==> config.mk <==
export PLATFORM = sky130hd
export DESIGN_NAME = mux_rr_arbiter
export DESIGN_NICKNAME = d
export VERILOG_FILES = /design/src/rtl/mux_arb_pkg.sv /design/src/rtl/rr_pick8.sv /design/src/rtl/mux_rr_arbiter.sv
export SDC_FILE = /design/constraint.sdc
export NUM_CORES = 1
export LEC_CHECK = 0
export CELL_PAD_IN_SITES_DETAIL_PLACEMENT = 1
export CELL_PAD_IN_SITES_GLOBAL_PLACEMENT = 2
export CORE_ASPECT_RATIO = 0.6
export CORE_MARGIN = 3
export CORE_UTILIZATION = 30
export DETAILED_ROUTE_END_ITERATION = 10
export GPL_TIMING_DRIVEN = 0
export PLACE_DENSITY_LB_ADDON = 0.1
export SETUP_SLACK_MARGIN = 0.2
export SLEW_MARGIN = 20
export SYNTH_ARGS = -nofsm -noshare
export SYNTH_HDL_FRONTEND = slang
export SYNTH_SLANG_ARGS = --single-unit
==> constraint.sdc <==
create_clock -name clk -period 3.8 [get_ports clk]
set_input_delay 0.38 -clock clk [delete_from_list [all_inputs] [get_ports clk]]
set_output_delay 0.38 -clock clk [all_outputs]
set_load 0.05 [all_outputs]
==> src/rtl/mux_arb_pkg.sv <==
// Shared definitions for the round-robin mux arbiter.
//   ARB_N          number of requesters (fixed at 8, one per mux input)
//   ARB_SELW       mux select width
//   arb_state_t    arbiter state encoding
//   onehot_to_idx  binary index of a one-hot (or zero) vector
package mux_arb_pkg;

   localparam int unsigned ARB_N    = 8;
   localparam int unsigned ARB_SELW = 3;

   typedef enum logic [0:0] {ARB_IDLE, ARB_OWNED} arb_state_t;

   // Returns 0 for an all-zero input.
   function automatic logic [ARB_SELW-1:0] onehot_to_idx(input logic [ARB_N-1:0] oh);
      logic [ARB_SELW-1:0] idx;
      idx = '0;
      for (int i = 0; i < ARB_N; i++) begin
         if (oh[i]) idx = idx | ARB_SELW'(i);
      end
      return idx;
   endfunction

endpackage

==> src/rtl/rr_pick8.sv <==
// Circular first-set-bit picker for eight requesters.
//   req     in   8  request vector
//   start   in   3  index where the circular search begins
//   found   out  1  any request set
//   idx     out  3  index of the first set bit at or after start
//   onehot  out  8  one-hot of idx, zero when nothing is found
module rr_pick8
   import mux_arb_pkg::*;
(
   input  logic [ARB_N-1:0]    req,
   input  logic [ARB_SELW-1:0] start,
   output logic                found,
   output logic [ARB_SELW-1:0] idx,
   output logic [ARB_N-1:0]    onehot
);

   logic [2*ARB_N-1:0]  dbl;
   logic [ARB_N-1:0]    rot;
   logic [ARB_N-1:0]    first;
   logic [ARB_SELW-1:0] off;

   always_comb begin
      // Rotate so that bit 'start' lands at position 0, then take the lowest set bit.
      dbl    = {req, req} >> start;
      rot    = dbl[ARB_N-1:0];
      first  = rot & (~rot + 8'd1);
      off    = onehot_to_idx(first);
      found  = |req;
      idx    = start + off;
      onehot = found ? (8'd1 << idx) : '0;
   end

endmodule

==> src/rtl/mux_rr_arbiter.sv <==
// Round-robin arbiter owning the select of a shared 8:1 mux.
//   clk    in   1  rising-edge clock
//   rst_n  in   1  asynchronous active-low reset
//   req    in   8  level-sensitive requests
//   gnt    out  8  one-hot grant, zero when idle
//   sel    out  3  mux select, index of gnt; holds its last value when idle
//   busy   out  1  a grant is active
// Optional feature macro: MUX_ARB_HOLD_LIMIT_EN forces a release after MAX_HOLD
// consecutive grant cycles of one owner.
module mux_rr_arbiter
   import mux_arb_pkg::*;
#(
   parameter int unsigned N        = 8,
   parameter int unsigned SELW     = 3,
   parameter int unsigned MAX_HOLD = 16
) (
   input  logic            clk,
   input  logic            rst_n,
   input  logic [N-1:0]    req,
   output logic [N-1:0]    gnt,
   output logic [SELW-1:0] sel,
   output logic            busy
);

   if (N != ARB_N || SELW != ARB_SELW) begin : g_bad_width
      $error("mux_rr_arbiter supports only N=8, SELW=3");
   end
   if (MAX_HOLD < 1 || MAX_HOLD > 255) begin : g_bad_hold
      $error("mux_rr_arbiter MAX_HOLD must be 1..255");
   end

   arb_state_t      state_q;
   logic [SELW-1:0] ptr_q;
   logic [SELW-1:0] sel_q;
   logic [N-1:0]    gnt_q;
   logic            busy_q;

   logic [SELW-1:0] pick_start;
   logic            pick_found;
   logic [SELW-1:0] pick_idx;
   logic [N-1:0]    pick_onehot;
   logic            hold_hit;
   logic            release_now;

`ifdef MUX_ARB_HOLD_LIMIT_EN
   logic [7:0] hold_q;
   // hold_q counts cycles already spent by the owner, so the grant lasts MAX_HOLD cycles.
   assign hold_hit = (hold_q == 8'(MAX_HOLD - 1));
`else
   assign hold_hit = 1'b0;
`endif

   // While owned, the next search always starts just after the current owner.
   assign pick_start  = (state_q == ARB_OWNED) ? sel_q + 3'd1 : ptr_q;
   assign release_now = !req[sel_q] || hold_hit;

   rr_pick8 u_pick (
      .req    (req),
      .start  (pick_start),
      .found  (pick_found),
      .idx    (pick_idx),
      .onehot (pick_onehot)
   );

   always_ff @(posedge clk or negedge rst_n) begin
      if (!rst_n) begin
         state_q <= ARB_IDLE;
         ptr_q   <= '0;
         sel_q   <= '0;
         gnt_q   <= '0;
         busy_q  <= 1'b0;
`ifdef MUX_ARB_HOLD_LIMIT_EN
         hold_q  <= '0;
`endif
      end else begin
         case (state_q)
            ARB_IDLE: begin
               if (pick_found) begin
                  state_q <= ARB_OWNED;
                  gnt_q   <= pick_onehot;
                  sel_q   <= pick_idx;
                  busy_q  <= 1'b1;
`ifdef MUX_ARB_HOLD_LIMIT_EN
                  hold_q  <= '0;
`endif
               end
            end
            ARB_OWNED: begin
               if (release_now) begin
                  ptr_q <= pick_start;
                  // On a forced release the owner is searched last, so it only wins if alone.
                  if (pick_found) begin
                     gnt_q  <= pick_onehot;
                     sel_q  <= pick_idx;
`ifdef MUX_ARB_HOLD_LIMIT_EN
                     hold_q <= '0;
`endif
                  end else begin
                     state_q <= ARB_IDLE;
                     gnt_q   <= '0;
                     busy_q  <= 1'b0;
                  end
               end else begin
`ifdef MUX_ARB_HOLD_LIMIT_EN
                  hold_q <= hold_q + 8'd1;
`endif
               end
            end
            default: state_q <= ARB_IDLE;
         endcase
      end
   end

   assign gnt  = gnt_q;
   assign sel  = sel_q;
   assign busy = busy_q;

endmodule

==> results.json, run 1 <==
{
  "cp.arrival_ps": 3890,
  "die_area_um2": 5730,
  "first_iter_violations": 95,
  "initial_core_util_pct": 33.2,
  "relSlewSlack_pct": 50.5,
  "hpwl_um": 3830,
  "synth_warnings": 0,
  "num_io_pins": 22,
  "clk_pin_slew_ps": 70,
  "cp_max_fo": 6,
  "synth.yosys.seq_area_share_pct": 27.6,
  "grt_pass1_wl_um": 8340,
  "worst_path_max_delay_cell": "dfrtp_4",
  "drt_first_pass_iters": 4,
  "syn_area_um2": 1450,
  "place_area_um2": 1830,
  "finalInstanceArea_um2": 2330,
  "path_buf_inv": 2,
  "drt-total-wl_um": 5450,
  "worst_setup_path_start_kind": "flop",
  "final_cell_mix": "clkdlybuf4s50_1 (21), buf_4 (16), nand2_1 (15)",
  "htree_levels": 1,
  "n_antenna_cell": 0,
  "fmax_ghz": 0.266,
  "fin_skew_ps": 1.06,
  "syn_avg_cell_area_um2": 9.00,
  "syn_nets": 175,
  "min_period_ps": 3760,
  "antenna_found_initial": 0,
  "grt_max_degree": 17,
  "ys_types": 47,
  "critPathMaxStageDelay_ps": 490,
  "track_usage_pct": 19.5,
  "drive_gt1_share_pct": 42.6,
  "wl_per_cell_um": 20.6,
  "drc_errors": 0,
  "cpLargestDelayFamily": "compound AO/OA/AOI/OAI gates",
  "drv_cap": 0,
  "ant_nets": 0,
  "rsz0062_at_grt": "true",
  "num_rows": 18,
  "cts_tree": "done",
  "via_per_inst": 5.89,
  "via_count": 1556,
  "critical_path_class": "flop to flop",
  "port_buffers": 21,
  "path_cells": "ha_4, xor2_4, a21oi_4, buf_12, buf_12, a21oi_4, mux2_2, a32oi_4, a211oi_2, o31ai_1, o311ai_2, ha_2, ha_4, a211o_4, a211oi_4, o31ai_1",
  "fp.dieW_um": 95.7,
  "synthToLayoutAreaGrowth_pct": 61.1,
  "place_congestion": 0.815,
  "final_common_cell": "clkdlybuf4s50_1",
  "cp.required_ps": 3930,
  "insertion_delay_ps": 250,
  "multiInputGateArea_um2": 1350,
  "worstSetupEndpointType": "flop",
  "drv_slew": 0,
  "fin_setup_tns_ps": 0,
  "num-fill-cells": 494,
  "ys_ff_latch": 16,
  "ff_latch_area_um2": 405,
  "grt_pass1_vias": 1569,
  "final_nets": 219,
  "core_um2": 4370,
  "overflow": 0,
  "cts_made_buffers": 3,
  "holdWs_ps": 484,
  "final.period_utilization_pct": 99.0,
  "syn_inst": 161,
  "cts.root.buffer_cell": "clkbuf_8",
  "dp.cells": 242,
  "finalHoldViolations": 0,
  "setup_viol": 0,
  "final_cells": 264,
  "worst_pin_slew_ps": 741,
  "die_height_um": 59.8,
  "hp-class": "flop to flop",
  "status": "complete, no violations",
  "cts_sinks": 16,
  "clockBufferDepth": 2
}
cells by family after synthesis:
group	after synthesis	share of synthesized area [%]
AOI/OAI and AO/OA	69	35.1
and+or+nand+nor	41	14.6
DFF	16	27.6
buffers and inverters	14	4.92
muxes	14	11.9
adders and majority gates	4	3.45
xor gates and xnor gates	3	2.33
sequential cells by signal, indices dropped and copies added, names as in the netlist:
| name | cells |
|---|---|
| gnt | 8 |
| ptr_q | 3 |
| sel | 3 |
| state_q | 1 |
| busy | 1 |
tightest hold or removal path: cells and delay by family (launching register included):
kind,cells,cell delay [ps]
compound gates,1,50
flops,1,340
simple gates,1,50
metal layers:
layer	share of wire (%)	wire length [µm]	track usage, %	vias up
met5	0	0	0	-
li1	-	-	-	729
met3	4.4	238	2.64	4
met4	0.94	51	4.86	0
met1	49	2690	30.2	777
met2	45	2470	28.2	46
cell usage after synthesis (all sizes together):
cell | number | area [µm²]
dfrtp | 16 | 400
nand2 | 15 | 56.3
a21oi | 13 | 68.8
a211oi | 12 | 100
o21ai | 8 | 40.0
o31ai | 8 | 60.1
inv | 7 | 26.3
mux2 | 6 | 67.6
mux2i | 6 | 60.1
a221o | 5 | 50.1
buf | 5 | 37.5
nor2 | 5 | 18.8
nor3 | 5 | 25.0
a2111oi | 4 | 35.0
ha | 4 | 50.1
a21o | 3 | 22.5
o211ai | 3 | 22.5
a31oi | 2 | 12.5
a32oi | 2 | 17.5
mux4 | 2 | 45.0
nand2b | 2 | 12.5
nand3 | 2 | 10.0
nand3b | 2 | 15.0
nor2b | 2 | 12.5
nor4 | 2 | 12.5
xnor2 | 2 | 17.5
a211o | 1 | 8.76
a221oi | 1 | 8.76
a22o | 1 | 8.76
a22oi | 1 | 7.51
a32o | 1 | 10.0
and2 | 1 | 6.26
and4 | 1 | 11.3
clkbuf | 1 | 3.75
clkinv | 1 | 3.75
nor3b | 1 | 7.51
o211a | 1 | 10.0
o21a | 1 | 7.51
o311ai | 1 | 8.76
o32a | 1 | 10.0
or2 | 1 | 8.76
or3 | 1 | 6.26
or3b | 1 | 8.76
xor2 | 1 | 16.3
cell type report:
class | count | share of cell area [%]
Timing Repair Buffer | 39 | 15.5
Sequential cell | 16 | 17.4
Multi-Input combinational cell | 131 | 57.9
Clock buffer | 4 | 2.36
Tap cell | 60 | 3.22
Inverter | 8 | 1.45
Buffer | 6 | 2.20
repair_timing:
item,in CTS,in global routing
hold buffers,0,0
setup endpoints to repair,9,9
pin swaps,18,3
hold endpoints to repair,0,0
resized for setup,32,21
buffers inserted,13,5
path summary, 6_finish.rpt:
path | start | end | slack [ps] | cells past startpoint
setup / recovery | sel[0]$_DFFE_PN0P_ | sel[2]$_DFFE_PN0P_ | 40 | 16
hold / removal | gnt[4]$_DFFE_PN0P_ | gnt[4]$_DFFE_PN0P_ | 480 | 2
setup reg to reg | sel[0]$_DFFE_PN0P_ | sel[2]$_DFFE_PN0P_ | 40 | 16
hold reg to reg | gnt[4]$_DFFE_PN0P_ | gnt[4]$_DFFE_PN0P_ | 480 | 2
max in group asynchronous | rst_n | sel[0]$_DFFE_PN0P_ | 2690 | 1
min in group asynchronous | rst_n | state_q$_DFF_PN0_ | 570 | 1
per-stage QoR:
| stage | util, % | setup WS, ps |
|---|---|---|
| after floorplan | - | 118 |
| after global placement | 42.0 | -237 |
| after detailed placement | 42.0 | -293 |
| after CTS | 50.2 | 62.2 |
| after global routing | 53.4 | -107 |
| final | 53.4 | 38.7 |
Power of run 1 is left out: the tool's default activity adds up to more than one toggle a clock period on the data nets, which glitch-free logic cannot reach.
==> run 2: changes to the inputs <==
Settings changed: RECOVER_POWER set to 25, SKIP_LAST_GASP set to 1.
==> results.json, run 2 (synthesis gave the netlist of run 1 again) <==
{
  "drt_first_pass_iters": 4,
  "relSlewSlack_pct": 50.0,
  "via_per_inst": 5.89,
  "first_iter_violations": 95,
  "fp.dieW_um": 95.7,
  "setup_viol": 0,
  "grt_max_degree": 17,
  "critical_path_class": "flop to flop",
  "insertion_delay_ps": 250,
  "antenna_found_initial": 0,
  "synthToLayoutAreaGrowth_pct": 61.1,
  "grt_pass1_wl_um": 8340,
  "cp.arrival_ps": 3890,
  "cts_made_buffers": 3,
  "hpwl_um": 3830,
  "cp.required_ps": 3930,
  "num_io_pins": 22,
  "post-place-ws_ps": -293,
  "overflow": 0,
  "wl_per_cell_um": 20.6,
  "path_cells": "ha_4, xor2_4, a21oi_4, buf_12, buf_12, a21oi_4, mux2_2, a32oi_4, a211oi_2, o31ai_1, o311ai_2, ha_2, ha_4, a211o_4, a211oi_4, o31ai_1",
  "ff2ff_path_depth": 16,
  "ant_nets": 0,
  "critPathMaxStageDelay_ps": 490,
  "via_count": 1556,
  "worst_pin_slew_ps": 748,
  "die_area_um2": 5730,
  "worstSetupEndpointType": "flop",
  "clockBufferDepth": 2,
  "die_height_um": 59.8,
  "finalHoldViolations": 0,
  "num_rows": 18,
  "status": "complete, no violations",
  "timing.final.ws_setup_ps": 38.7,
  "initial_core_util_pct": 33.2,
  "cp.depth": 16,
  "cpLargestDelayFamily": "compound AO/OA/AOI/OAI gates",
  "multiInputGateArea_um2": 1350,
  "ff_latch_area_um2": 405,
  "cp_max_fo": 6,
  "clk_pin_slew_ps": 70,
  "worst_path_max_delay_cell": "dfrtp_4",
  "track_usage_pct": 19.5,
  "final_nets": 219,
  "htree_levels": 1,
  "worst_setup_path_start_kind": "flop",
  "cts_sinks": 16,
  "final_cell_mix": "clkdlybuf4s50_1 (20), buf_4 (16), nand2_1 (15)",
  "grt_pass1_vias": 1569,
  "hold_path_depth": 2,
  "largest_reg_flops": 8,
  "hp-class": "flop to flop",
  "path_buf_inv": 2,
  "core_um2": 4370,
  "final_common_cell": "clkdlybuf4s50_1",
  "port_buffers": 21,
  "place_congestion": 0.815,
  "drc_errors": 0,
  "rsz0062_at_grt": "true",
  "final.period_utilization_pct": 99.0,
  "cts_tree": "done",
  "n_antenna_cell": 0,
  "fmax_ghz": 0.266,
  "cts.root.buffer_cell": "clkbuf_8",
  "fin_skew_ps": 1.06,
  "drive_gt1_share_pct": 42.6,
  "min_period_ps": 3760,
  "drv_slew": 0,
  "drt-total-wl_um": 5450,
  "drv_cap": 0,
  "num-fill-cells": 494,
  "cts_hold_buf": 0
}
## run 2: final cells by class
| class | count | share of cell area, % |
|---|---|---|
| plain buffers | 6 | 2.20 |
| inverters | 8 | 1.45 |
| clock buffers | 4 | 2.36 |
| flip-flops and latches | 16 | 17.4 |
| well taps | 60 | 3.22 |
| repair buffers | 39 | 15.5 |
| multi-input cells | 131 | 57.9 |
## run 2: through the flow
stage / TNS [ps] / utilization (%) / hold WS [ps] / area (µm²) / instances
after floorplan: 0 / - / 84.4 / 1550 / 161
after global placement: -1450 / 42.0 / 470 / 1830 / 242
after detailed placement: -1970 / 42.0 / 472 / 1830 / 242
after CTS: 0 / 50.2 / 488 / 2190 / 259
after global routing: -823 / 53.4 / 505 / 2330 / 264
final: 0 / 53.4 / 484 / 2330 / 264
## run 2: per-layer routing
metal / track usage, % / up-vias / part of all wire, % / routed length (µm)
li1: - / 729 / - / -
met1: 30.2 / 777 / 49 / 2690
met2: 28.2 / 46 / 45 / 2470
met3: 2.64 / 4 / 4.4 / 238
met4: 4.86 / 0 / 0.94 / 51
met5: 0 / - / 0 / 0
## run 2: worst min-delay path: cells and delay by family, from the launching register on
kind	cells	cell delay [ps]
flip-flops	1	340
AND/OR/NAND/NOR	1	50
AO/OA/AOI/OAI	1	50
## run 2: path summary, 6_finish.rpt
kind	startpoint	to	slack (ps)
worst max-delay path	sel[0]$_DFFE_PN0P_	sel[2]$_DFFE_PN0P_	40
max in group asynchronous	rst_n	sel[0]$_DFFE_PN0P_	2620
worst min register to register	gnt[4]$_DFFE_PN0P_	gnt[4]$_DFFE_PN0P_	480
worst min-delay path	gnt[4]$_DFFE_PN0P_	gnt[4]$_DFFE_PN0P_	480
worst max register to register	sel[0]$_DFFE_PN0P_	sel[2]$_DFFE_PN0P_	40
min in group asynchronous	rst_n	state_q$_DFF_PN0_	640
## run 2: timing repair
action	4_1_cts	5_1_grt
setup buffers	13	5
pin swaps	18	3
gates cloned	0	0
resized for setup	32	21
endpoints found under the setup margin	9	9
Power of run 2 is left out for the same reason.
